===== src/rtl/mmio_dmem.sv =====
// Data RAM plus memory-mapped LED, switch and compare-match timer registers
// for the MIPS memory stage; loads are combinational, stores land on the clock edge.
module mmio_dmem #(
    parameter int RAM_WORDS = 64,
    parameter int SW_W      = 16
) (
    input  logic            clk,
    input  logic            reset,
    input  logic            memwriteM,
    input  logic [31:0]     aluoutM,
    input  logic [31:0]     writedataM,
    output logic [31:0]     readdataM,
    input  logic [SW_W-1:0] switches,
    output logic [SW_W-1:0] leds,
    output logic            irq
);
    localparam int AW = (RAM_WORDS > 1) ? $clog2(RAM_WORDS) : 1;

    // Word addresses (byte address >> 2) of the peripheral registers
    localparam logic [29:0] A_LED  = 30'h3FFF_FFC0;
    localparam logic [29:0] A_SW   = 30'h3FFF_FFC1;
    localparam logic [29:0] A_CNT  = 30'h3FFF_FFC2;
    localparam logic [29:0] A_CMP  = 30'h3FFF_FFC3;
    localparam logic [29:0] A_CTRL = 30'h3FFF_FFC4;

    logic [31:0]     mem_q [RAM_WORDS];
    logic [SW_W-1:0] leds_q, leds_d;
    logic [SW_W-1:0] sw_s1_q, sw_s2_q;
    logic [31:0]     cnt_q, cnt_d;
    logic [31:0]     cmp_q, cmp_d;
    logic            en_q, en_d, ar_q, ar_d, ie_q, ie_d, flag_q, flag_d;

    logic [29:0]   word;
    logic          ram_hit, match;
    logic [AW-1:0] ram_idx;
    logic          wr_led, wr_cnt, wr_cmp, wr_ctrl;
    logic          unused_lsb;

    assign word       = aluoutM[31:2];
    assign unused_lsb = ^aluoutM[1:0];
    assign ram_hit    = (aluoutM[31:AW+2] == '0);
    assign ram_idx    = aluoutM[AW+1:2];
    assign wr_led     = memwriteM && (word == A_LED);
    assign wr_cnt     = memwriteM && (word == A_CNT);
    assign wr_cmp     = memwriteM && (word == A_CMP);
    assign wr_ctrl    = memwriteM && (word == A_CTRL);
    assign match      = en_q && (cnt_q == cmp_q);

    always_comb begin
        leds_d = wr_led ? writedataM[SW_W-1:0] : leds_q;
        cmp_d  = wr_cmp ? writedataM : cmp_q;
        en_d   = wr_ctrl ? writedataM[0] : en_q;
        ar_d   = wr_ctrl ? writedataM[1] : ar_q;
        ie_d   = wr_ctrl ? writedataM[3] : ie_q;

        // A CPU load of CNT beats both increment and autoreload
        cnt_d = cnt_q;
        if (wr_cnt)
            cnt_d = writedataM;
        else if (en_q)
            cnt_d = (match && ar_q) ? 32'd0 : cnt_q + 32'd1;

        // Hardware set wins over a coincident W1C
        flag_d = flag_q;
        if (wr_ctrl && writedataM[2])
            flag_d = 1'b0;
        if (match)
            flag_d = 1'b1;
    end

    always_ff @(posedge clk) begin
        if (reset) begin
            leds_q  <= '0;
            sw_s1_q <= '0;
            sw_s2_q <= '0;
            cnt_q   <= '0;
            cmp_q   <= 32'hFFFF_FFFF;
            en_q    <= 1'b0;
            ar_q    <= 1'b0;
            ie_q    <= 1'b0;
            flag_q  <= 1'b0;
        end else begin
            leds_q  <= leds_d;
            sw_s1_q <= switches;
            sw_s2_q <= sw_s1_q;
            cnt_q   <= cnt_d;
            cmp_q   <= cmp_d;
            en_q    <= en_d;
            ar_q    <= ar_d;
            ie_q    <= ie_d;
            flag_q  <= flag_d;
        end
    end

    always_ff @(posedge clk) begin
        if (!reset && memwriteM && ram_hit)
            mem_q[ram_idx] <= writedataM;
    end

    always_comb begin
        readdataM = '0;
        if (ram_hit) begin
            readdataM = mem_q[ram_idx];
        end else begin
            case (word)
                A_LED:   readdataM[SW_W-1:0] = leds_q;
                A_SW:    readdataM[SW_W-1:0] = sw_s2_q;
                A_CNT:   readdataM = cnt_q;
                A_CMP:   readdataM = cmp_q;
                A_CTRL:  readdataM[3:0] = {ie_q, flag_q, ar_q, en_q};
                default: readdataM = '0;
            endcase
        end
    end

    assign leds = leds_q;
    assign irq  = flag_q & ie_q;

endmodule

===== config.mk =====
export PLATFORM = sky130hd
export DESIGN_NAME = mmio_dmem
export DESIGN_NICKNAME = d
export VERILOG_FILES = /design/src/rtl/mmio_dmem.sv
export SDC_FILE = /design/constraint.sdc
export NUM_CORES = 2
export LEC_CHECK = 0
export CORE_AREA = 2 2 344 414
export CTS_CLUSTER_SIZE = 24
export DETAILED_ROUTE_END_ITERATION = 16
export DIE_AREA = 0 0 346 416
export HOLD_SLACK_MARGIN = 0.06
export PLACE_DENSITY = 0.76
export SYNTH_ARGS = -nofsm -noshare
export SYNTH_HDL_FRONTEND = slang
export SYNTH_SLANG_ARGS = --single-unit

===== constraint.sdc =====
create_clock -name clk -period 10.9 [get_ports clk]
set_input_delay 2.18 -clock clk [delete_from_list [all_inputs] [get_ports clk]]
set_output_delay 2.18 -clock clk [all_outputs]
set_load 0.03 [all_outputs]

==> impl_metrics.py <==
metrics = {
    "status": {
        "status": "finished, final reports clean",
    },
    "sta": {
        "setup_ws_ns": 1.81,
        "drv_slew": 0,
        "setup_viol": 0,
        "fmax_mhz": 110,
        "rsz0062_at_grt": "no",
        "hold-worst-slack_ns": 0.443,
        "finalCritPeriodShare": 0.834,
        "slew_headroom": 0.0329,
        "tns_ns": 0,
        "min_period_ns": 9.09,
        "fin_skew_ns": 0.0177,
        "hold_viol": 0,
        "tightest_slew_ns": 1.45,
    },
    "clocking": {
        "clk_pin_slew_ns": 0.06,
        "cts_num_sinks": 2164,
        "clockBufferDepth": 3,
        "holdBufCountCts": 0,
        "cts_made_buffers": 193,
        "root_buffer": "clkbuf_16",
        "post_cts_buffers": 0,
        "post_cts_resized": 0,
        "worstSkewPairLatency_ns": 0.84,
        "cts_max_level": 4,
        "cts_tree": "built",
    },
    "critical_path": {
        "crit_path_max_incr_delay_ns": 0.78,
        "start_kind": "input pin",
        "crit_type": "in -> out",
        "worstPathArrival_ns": 6.91,
        "path_cells": "clkdlybuf4s50_1 -> nor2b_1 -> nand2b_1 -> nor2_2 -> buf_4 -> a22oi_1 -> nand4_1 -> o21ai_1 -> o221ai_1 -> clkdlybuf4s50_1",
        "path_buf_inv": 3,
        "crit_path_end_kind": "primary output",
        "crit_fanout": 15,
        "reg2reg_slack_ns": 8.18,
        "worst_ep_required_time_ns": 8.72,
        "critPathSlowestCell": "clkdlybuf4s50_1",
        "cpMostUsedCell": "clkdlybuf4s50_1",
        "cp_top_family": "buffers and inverters",
    },
    "global_routing": {
        "grt_max_degree": 110,
        "antenna_found_initial": 8,
        "grt_pass1_wl_um": 312000,
        "grt_pass1_vias": 43200,
        "grt.overflow.total": 0,
        "grtUsageTotal": 0.306,
    },
    "final_layout": {
        "drive_above_1_share": 0.248,
        "post-route-util": 0.667,
        "regArea_sq_um": 63800,
        "multi_input_area_sq_um": 18800,
        "nNetsFinal": 4292,
        "fillers": 8490,
        "syn_to_final_growth_pct": 12.1,
    },
    "pwr": {
        "vdd_drop_max_uv": 194,
        "leakagePower_nw": 28.8,
        "power.total_mw": 16.3,
        "intPower_mw": 12.9,
        "p_sw_frac": 0.212,
        "power_frac_comb": 0.044,
        "power.net_switching_mw": 3.46,
        "seqPwrFrac": 0.556,
        "powerDensity_nw_per_um2": 175,
        "clkPwrFrac": 0.400,
    },
    "logic_synthesis": {
        "yosysMostFrequentCell": "edfxtp_1",
        "synthArstFlopShare": 0,
        "syn_inst": 3975,
        "ys_ff_latch": 2164,
        "syn_area_per_cell_sq_um": 21.0,
        "ys.flop_type": "edfxtp_1",
        "synth_edf_count": 2048,
        "yosysTopAreaCellShare": 0.738,
        "yosys-top-cells-area": "edfxtp_1 74%, mux4_2 14%, dfxtp_1 2.8%, a22oi_1 1.1%, a221oi_1 0.70%",
        "ys_top_cells_by_count": "2,048 x edfxtp_1, 530 x mux4_2, 148 x nand2_1, 145 x nor2_1, 120 x clkbuf_1",
        "ys_seq_area_frac": 0.766,
        "synthDistinctLibCells": 56,
        "yosys.area.top_type": "edfxtp_1",
        "synth.net_count": 4059,
        "syn-cell-area_sq_um": 83400,
        "yosysWarningCount": 0,
    },
    "floorplanning": {
        "io_pins": 132,
        "fp.dieW_um": 346,
        "row_count": 151,
        "dieArea_sq_um": 144000,
        "core_sq_um": 140000,
        "dieHeight_um": 416,
        "initial_core_util": 0.595,
    },
    "drt": {
        "drt_first_pass_iters": 6,
        "drt_wl_total_um": 218000,
        "viasPerCell": 7.01,
        "wl_per_cell_um": 35.2,
        "drt_iter0_drc": 6713,
        "antenna_left": 0,
        "drc": 0,
        "vias": 43500,
    },
    "hold_path": {
        "hold_class": "reg -> reg",
    },
    "placement": {
        "post-place-ws_ns": 2.09,
        "port_buffers": 129,
        "dpl.hpwl_um": 121000,
        "place_congestion": 0.969,
    },
    "run": {
        "maxCapViolCount": 0,
    },
}
-- power groups by stage --
stage,clock (mW),combinational [mW],sequential [mW]
6_report,6.54,0.716,9.09
5_1_grt,6.88,0.742,9.09
3_5_place_dp,0,0.701,9.27
3_3_place_gp,0,0.685,9.27
2_1_floorplan,0,0.366,9.27
4_1_cts,6.59,0.710,9.09
-- cells by family (layout without fill, tap and decap cells) --
family / count (synthesis) / count (layout) / share of synthesized area
flip-flops: 2164 / 2164 / 0.766
multiplexers: 576 / 576 / 0.149
AND/OR/NAND/NOR: 535 / 535 / 0.0307
AO/OA/AOI/OAI: 403 / 403 / 0.0364
buffers and inverters: 263 / 649 / 0.0148
XOR/XNOR: 33 / 33 / 0.00347
adder cells (fa/ha/maj): 1 / 1 / 0.000150
other: 0 / 2 / 0
-- final cells by class --
type                            count  share of cell area
Sequential cell                  2164               0.683
Multi-Input combinational cell   1548               0.202
Clock inverter                    106             0.00979
Inverter                           15            0.000603
Clock buffer                      242              0.0547
Antenna cell                        2           0.0000536
Timing Repair Buffer              286              0.0257
Tap cell                         1836              0.0246
-- state kept, by name (all words and copies together), names as in the netlist --
name and count:
ar_q 1, mem_q 2048, cmp_q 32, flag_q 1
en_q 1, cnt_q 32, ie_q 1, sw_s2_q 16
leds 16, sw_s1_q 16
-- stage by stage --
stage               instances  area (sq um)
floorplan                3975         83400
global placement         5849         87400
detailed placement       5849         87400
CTS                      6197         93400
global route             6197         93400
finish                   6199         93400
-- metal layers --
layer | track usage | routed length [um] | vias up
li1 | - | - | 17200
met1 | 0.411 | 75300 | 22500
met2 | 0.487 | 105000 | 3191
met3 | 0.0698 | 26600 | 547
met4 | 0.138 | 11200 | 8
met5 | 0 | 57 | -
-- cell usage in the layout (no fill, tap or decap), types with 61 or more instances in the layout --
| cell type | n |
|---|---|
| edfxtp_1 | 2048 |
| mux4_2 | 530 |
| clkbuf_16 | 196 |
| buf_4 | 149 |
| nand2_1 | 148 |
| a22oi_1 | 118 |
| dfxtp_1 | 116 |
| clkdlybuf4s50_1 | 92 |
| nor2_1 | 75 |
| a221oi_1 | 67 |
| nor2_4 | 61 |
-- worst paths after layout --
path	cells after the start	from	endpoint
worst max register to register	8	cnt_q[9]	cnt_q[16]
worst min-delay path	1	sw_s1_q[13]	sw_s2_q[13]
worst max-delay path	10	aluoutM[7]	readdataM[11]
worst min register to register	1	sw_s1_q[13]	sw_s2_q[13]
Note: power is estimated with default switching activity, not from simulation.
